$ cat src/rtl/weight_loader_if.sv
// Weight-loader bus: the controller/source side and the buffer write port.
// The controller drives the request and the source word. The loader drives the handshake, the write port and the status.
interface weight_loader_if #(
  parameter int DATA_WIDTH = 16,
  parameter int ADDR_WIDTH = 8
);
  logic                  req;
  logic                  src_valid;
  logic [DATA_WIDTH-1:0] src_data;
  logic                  src_ready;
  logic                  wr_en;
  logic [ADDR_WIDTH-1:0] wr_addr;
  logic [DATA_WIDTH-1:0] wr_data;
  logic                  done;
  logic                  busy;

  modport master (
    output req, src_valid, src_data,
    input  src_ready, wr_en, wr_addr, wr_data, done, busy
  );

  modport slave (
    input  req, src_valid, src_data,
    output src_ready, wr_en, wr_addr, wr_data, done, busy
  );
endinterface

$ cat src/rtl/weight_loader.sv
// Streams NUM_WORDS source words into a weight buffer at addresses 0..NUM_WORDS-1.
// It pulses done once per completed load and waits for req to drop before it re-arms.
module weight_loader #(
  parameter int DATA_WIDTH = 16,
  parameter int NUM_WORDS  = 150,
  parameter int ADDR_WIDTH = 8
) (
  input  logic           clk,
  input  logic           reset_n,
  weight_loader_if.slave bus
);

  localparam logic [ADDR_WIDTH-1:0] LAST_ADDR = ADDR_WIDTH'(NUM_WORDS - 1);

  typedef enum logic [1:0] {
    ST_IDLE    = 2'd0,
    ST_LOAD    = 2'd1,
    ST_DONE    = 2'd2,
    ST_RELEASE = 2'd3
  } state_t;

  state_t                state_q, state_d;
  logic [ADDR_WIDTH-1:0] count_q, count_d;
  logic                  wr_en_q;
  logic [ADDR_WIDTH-1:0] wr_addr_q;
  logic [DATA_WIDTH-1:0] wr_data_q;
  logic                  handshake;

  // Moore outputs: these depend only on the state register.
  assign bus.src_ready = (state_q == ST_LOAD);
  assign bus.busy      = (state_q == ST_LOAD);
  assign bus.done      = (state_q == ST_DONE);
  assign bus.wr_en     = wr_en_q;
  assign bus.wr_addr   = wr_addr_q;
  assign bus.wr_data   = wr_data_q;

  assign handshake = (state_q == ST_LOAD) && bus.src_valid;

  // NOTE: every always_comb output gets a default first, so no path can infer a latch.
  always_comb begin
    state_d = state_q;
    count_d = count_q;
    case (state_q)
      ST_IDLE: begin
        if (bus.req) begin
          state_d = ST_LOAD;
          count_d = '0;
        end
      end
      ST_LOAD: begin
        // An abort takes priority over completion. The write stage still captures the abort-cycle word.
        if (!bus.req) begin
          state_d = ST_IDLE;
          count_d = '0;
        end else if (handshake) begin
          if (count_q == LAST_ADDR) begin
            state_d = ST_DONE;
            count_d = '0;
          end else begin
            count_d = count_q + 1'b1;
          end
        end
      end
      ST_DONE: begin
        state_d = ST_RELEASE;
      end
      ST_RELEASE: begin
        if (!bus.req) begin
          state_d = ST_IDLE;
        end
      end
      default: begin
        state_d = ST_IDLE;
        count_d = '0;
      end
    endcase
  end

  // NOTE: state registers use non-blocking assignment, so all flops update together on the edge.
  always_ff @(posedge clk or negedge reset_n) begin
    if (!reset_n) begin
      state_q <= ST_IDLE;
      count_q <= '0;
    end else begin
      state_q <= state_d;
      count_q <= count_d;
    end
  end

  // The write port is registered, so each word appears one cycle after its handshake.
  always_ff @(posedge clk or negedge reset_n) begin
    if (!reset_n) begin
      wr_en_q   <= 1'b0;
      wr_addr_q <= '0;
      wr_data_q <= '0;
    end else begin
      wr_en_q <= handshake;
      if (handshake) begin
        wr_addr_q <= count_q;
        wr_data_q <= bus.src_data;
      end
    end
  end

endmodule

$ cat src/flat_wrapper.sv
// flat-port wrapper written by rule: the top's interface ports become plain ports
module weight_loader_flat 
#(
  parameter int DATA_WIDTH = 16,
  parameter int NUM_WORDS  = 150,
  parameter int ADDR_WIDTH = 8
)
  (clk, reset_n, bus_req, bus_src_valid, bus_src_data, bus_src_ready, bus_wr_en, bus_wr_addr, bus_wr_data, bus_done, bus_busy);
  weight_loader_if #(.DATA_WIDTH(DATA_WIDTH), .ADDR_WIDTH(ADDR_WIDTH)) bus_i ();
  input  logic clk;
  input  logic reset_n;
  input wire logic [$bits(bus_i.req)-1:0] bus_req;
  input wire logic [$bits(bus_i.src_valid)-1:0] bus_src_valid;
  input wire logic [$bits(bus_i.src_data)-1:0] bus_src_data;
  output wire logic [$bits(bus_i.src_ready)-1:0] bus_src_ready;
  output wire logic [$bits(bus_i.wr_en)-1:0] bus_wr_en;
  output wire logic [$bits(bus_i.wr_addr)-1:0] bus_wr_addr;
  output wire logic [$bits(bus_i.wr_data)-1:0] bus_wr_data;
  output wire logic [$bits(bus_i.done)-1:0] bus_done;
  output wire logic [$bits(bus_i.busy)-1:0] bus_busy;
  assign bus_i.req = bus_req;
  assign bus_i.src_valid = bus_src_valid;
  assign bus_i.src_data = bus_src_data;
  assign bus_src_ready = bus_i.src_ready;
  assign bus_wr_en = bus_i.wr_en;
  assign bus_wr_addr = bus_i.wr_addr;
  assign bus_wr_data = bus_i.wr_data;
  assign bus_done = bus_i.done;
  assign bus_busy = bus_i.busy;
  weight_loader #(.DATA_WIDTH(DATA_WIDTH), .NUM_WORDS(NUM_WORDS), .ADDR_WIDTH(ADDR_WIDTH)) u_core (.clk(clk), .reset_n(reset_n), .bus(bus_i));
endmodule
$ cat config.mk
export PLATFORM = sky130hd
export DESIGN_NAME = weight_loader_flat
export DESIGN_NICKNAME = d
export VERILOG_FILES = /design/src/rtl/weight_loader_if.sv /design/src/rtl/weight_loader.sv /design/src/flat_wrapper.sv
export SDC_FILE = /design/constraint.sdc
export NUM_CORES = 1
export LEC_CHECK = 0
export BUFFER_PORTS_ARGS = -buffer_cell sky130_fd_sc_hd__buf_4
export CORE_MARGIN = 2
export CORE_UTILIZATION = 35
export DETAILED_ROUTE_END_ITERATION = 8
export PLACE_DENSITY = 0.57
export SKIP_CTS_REPAIR_TIMING = 1
export SLEW_MARGIN = 0
export SYNTH_ARGS = -nofsm -noshare
export SYNTH_HDL_FRONTEND = slang
export SYNTH_SLANG_ARGS = --single-unit
export TNS_END_PERCENT = 20
$ cat constraint.sdc
create_clock -name clk -period 1.55 [get_ports clk]
set_input_delay 0.155 -clock clk [delete_from_list [all_inputs] [get_ports clk]]
set_output_delay 0.155 -clock clk [all_outputs]
set_load 0.02 [all_outputs]
==> run_results.csv <==
group,metric,value,unit
synth,ys_top_cells_by_count,"35 x dfrtp_1, 13 x mux2_2, 10 x mux2_4",
place,gp_congestion,0.747,
synth,synth_flop_cell,"dfrtp_1",
synth,yosysSeqAreaShare,0.555,
synth,synth_most_common_cell,"dfrtp_1",
timing,rsz0062_at_grt,"true",
timing,fmax,0.654,GHz
synth,synthesis.area,1580,um^2
place,hpwl,2280,um
final_layout,multi_input_area,674,um^2
floorplanning,io-pin-count,48,
setup_path,worstSetupPathType,"flip-flop to flip-flop",
synth,ys_seq_elements,35,
timing,slew_violations,0,
synth,netlist_instances,115,
synth,ys_types,34,
clock_network,cts_buffer_depth,2,
place,placedCellCount,219,
setup_path,crit_fanout,6,
drt,wire_per_inst,14.4,um
timing,tightest_slew,0.437,ns
global_routing,antenna_found_initial,0,
timing,timing.hold.ws,0.103,ns
power,p_leak,0.00109,uW
drt,drtAntennaViolNets,0,
global_routing,grt_pass1_vias,1161,
timing,skew,0.00528,ns
clock_network,clock-sinks,35,
timing,setup_viol,0,
synth,synth_top_cell_area_share,0.555,
global_routing,grt-ovfl-total,0,
setup_path,cp-start-kind,"flip-flop",
floorplanning,die_height,71.1,um
drt,drc,0,
final_layout,antenna_cells,0,
power,power_density,1660,nW/um^2
final_layout,fin_area,2160,um^2
drt,first_pass_iters,3,
clock_network,cts_tree,"done",
setup_path,required,1.72,ns
drt,routed_wl,3290,um
synth,synth-edff-count,0,
final_layout,nets,199,
timing,maxSlewHeadroom,0.709,
place,place_area,2020,um^2
final_layout,drive_gt1_frac,0.557,
synth,syn_area_per_cell,13.7,um^2
synth,ys_warn_count,0,
clock_network,cts_made_buffers,5,
min_path,hold_path_class,"primary input to flip-flop",
global_routing,grt_pass1_wl,5420,um
floorplanning,die-area,5060,um^2
drt,vias_per_cell,4.93,
timing,min_period_over_period,0.987,
synth,synth_top_area_cell,"dfrtp_1",
final_layout,finalNonFillerCells,228,
floorplanning,core-area,4350,um^2
run_status,run_status,"complete, no violations",
drt,dr.first_iter.drc_count,46,
drt,via_count,1123,
timing,period_needed,1.53,ns
global_routing,grt_max_degree,36,
final_layout,final_util,0.495,
final_layout,syn2layout_area_growth,36.6,%
synth,syn-num-nets,137,
floorplanning,die_w,71.1,um
global_routing,track_usage,0.138,
floorplanning,initial_core_util,0.362,
power,irDropWorstVdd,807,uV
flow_run,maxCapViolations,0,
setup_path,worstPathArrival,1.70,ns
synth,async_flop_share,1.00,
place,portBuffers,47,
clock_network,clk_latency,0.28,ns
clock_network,cts.clk_slew.worst_paths,0.06,ns
final_layout,register_area,876,um^2
floorplanning,rows,24,
clock_network,cts_root_buf,"clkbuf_8",
timing,hold_viol,0,
setup_path,cp-end-kind,"flip-flop",
clock_network,cts_htree_levels,2,
final_layout,fillers,411,
synth,synth_area_leaders,"dfrtp_1 56%, mux2_4 9.5%, mux2_2 9.3%",
-- per-layer routing --
metal  part of all wire  vias to the layer above  global-route usage
met5                  0                        -                   0
met4             0.0088                        0              0.0377
met3              0.072                        2              0.0484
met2               0.50                       37               0.224
met1               0.42                      551               0.175
li1                   -                      533                   -
-- cells in the final DEF, fill, tap and decap left out, types with 3 or more instances in the layout --
cell type,n
o21ai_0,6
nor2_1,3
mux2_2,13
inv_1,3
o21ai_1,4
clkbuf_8,5
buf_4,56
nand2_1,4
mux2_4,10
a22o_1,3
dfrtp_1,35
-- worst paths after layout --
| check | startpoint | endpoint | slack (ns) | cells after the start |
|---|---|---|---|---|
| worst min register to register | u_core.bus.wr_addr[1]$_DFFE_PN0P_ | u_core.bus.wr_addr[1]$_DFFE_PN0P_ | 0.50 | 2 |
| worst min-delay path | bus_src_data[7] | u_core.bus.wr_data[7]$_DFFE_PN0P_ | 0.10 | 2 |
| worst max register to register | u_core.count_q[1]$_DFFE_PN0P_ | u_core.count_q[4]$_DFFE_PN0P_ | 0.02 | 7 |
| max in group asynchronous | reset_n | u_core.bus.wr_data[15]$_DFFE_PN0P_ | 0.87 | 2 |
| min in group asynchronous | reset_n | u_core.bus.wr_data[7]$_DFFE_PN0P_ | 0.36 | 2 |
| worst max-delay path | u_core.count_q[1]$_DFFE_PN0P_ | u_core.count_q[4]$_DFFE_PN0P_ | 0.02 | 7 |
-- report_power, final --
| group | internal (uW) | total (uW) | leakage (uW) | switching (uW) |
|---|---|---|---|---|
| sequential | 1190 | 1350 | 0.000448 | 160 |
| clock | 299 | 592 | 0.0000371 | 293 |
| combinational | 836 | 1640 | 0.000607 | 801 |
-- logic make-up after synthesis --
| kind of cell | synth area share |
|---|---|
| AO/OA/AOI/OAI | 0.105 |
| adder cells (fa/ha/maj) | 0.0159 |
| buffers and inverters | 0.0357 |
| flip-flops | 0.555 |
| multiplexers | 0.188 |
| AND/OR/NAND/NOR | 0.101 |
-- state kept, by name, summed over array words and instances, names as in the netlist, named ones only --
name                flops
u_core.state_q          1
u_core.bus.wr_addr      8
u_core.count_q          8
u_core.bus.wr_en        1
u_core.bus.wr_data     16
-- stage by stage --
step / total power [uW] / setup WS [ns] / TNS, ns
CTS: 3570 / -0.00415 / -0.00553
floorplan: 2340 / 0.129 / 0
global route: 3820 / -0.0331 / -0.0821
global placement: 2920 / 0.0791 / 0
finish: 3580 / 0.0208 / 0
detailed placement: 2950 / 0.0130 / 0
-- worst max-delay path, stage by stage (launching register included) --
cell and delay [ns]:
dfrtp_1 0.39, inv_2 0.09, ha_4 0.12, nand4bb_1 0.12
o211ai_2 0.24, buf_6 0.17, nor2_4 0.04, a22o_1 0.24
-- final cells by class --
class,instances,share of cell area
sequential,35,0.406
multi-input combinational,72,0.313
timing repair buffer,59,0.210
clock buffer,6,0.0337
tap,52,0.0302
inverter,4,0.00696
(Power assumes the default switching activity.)
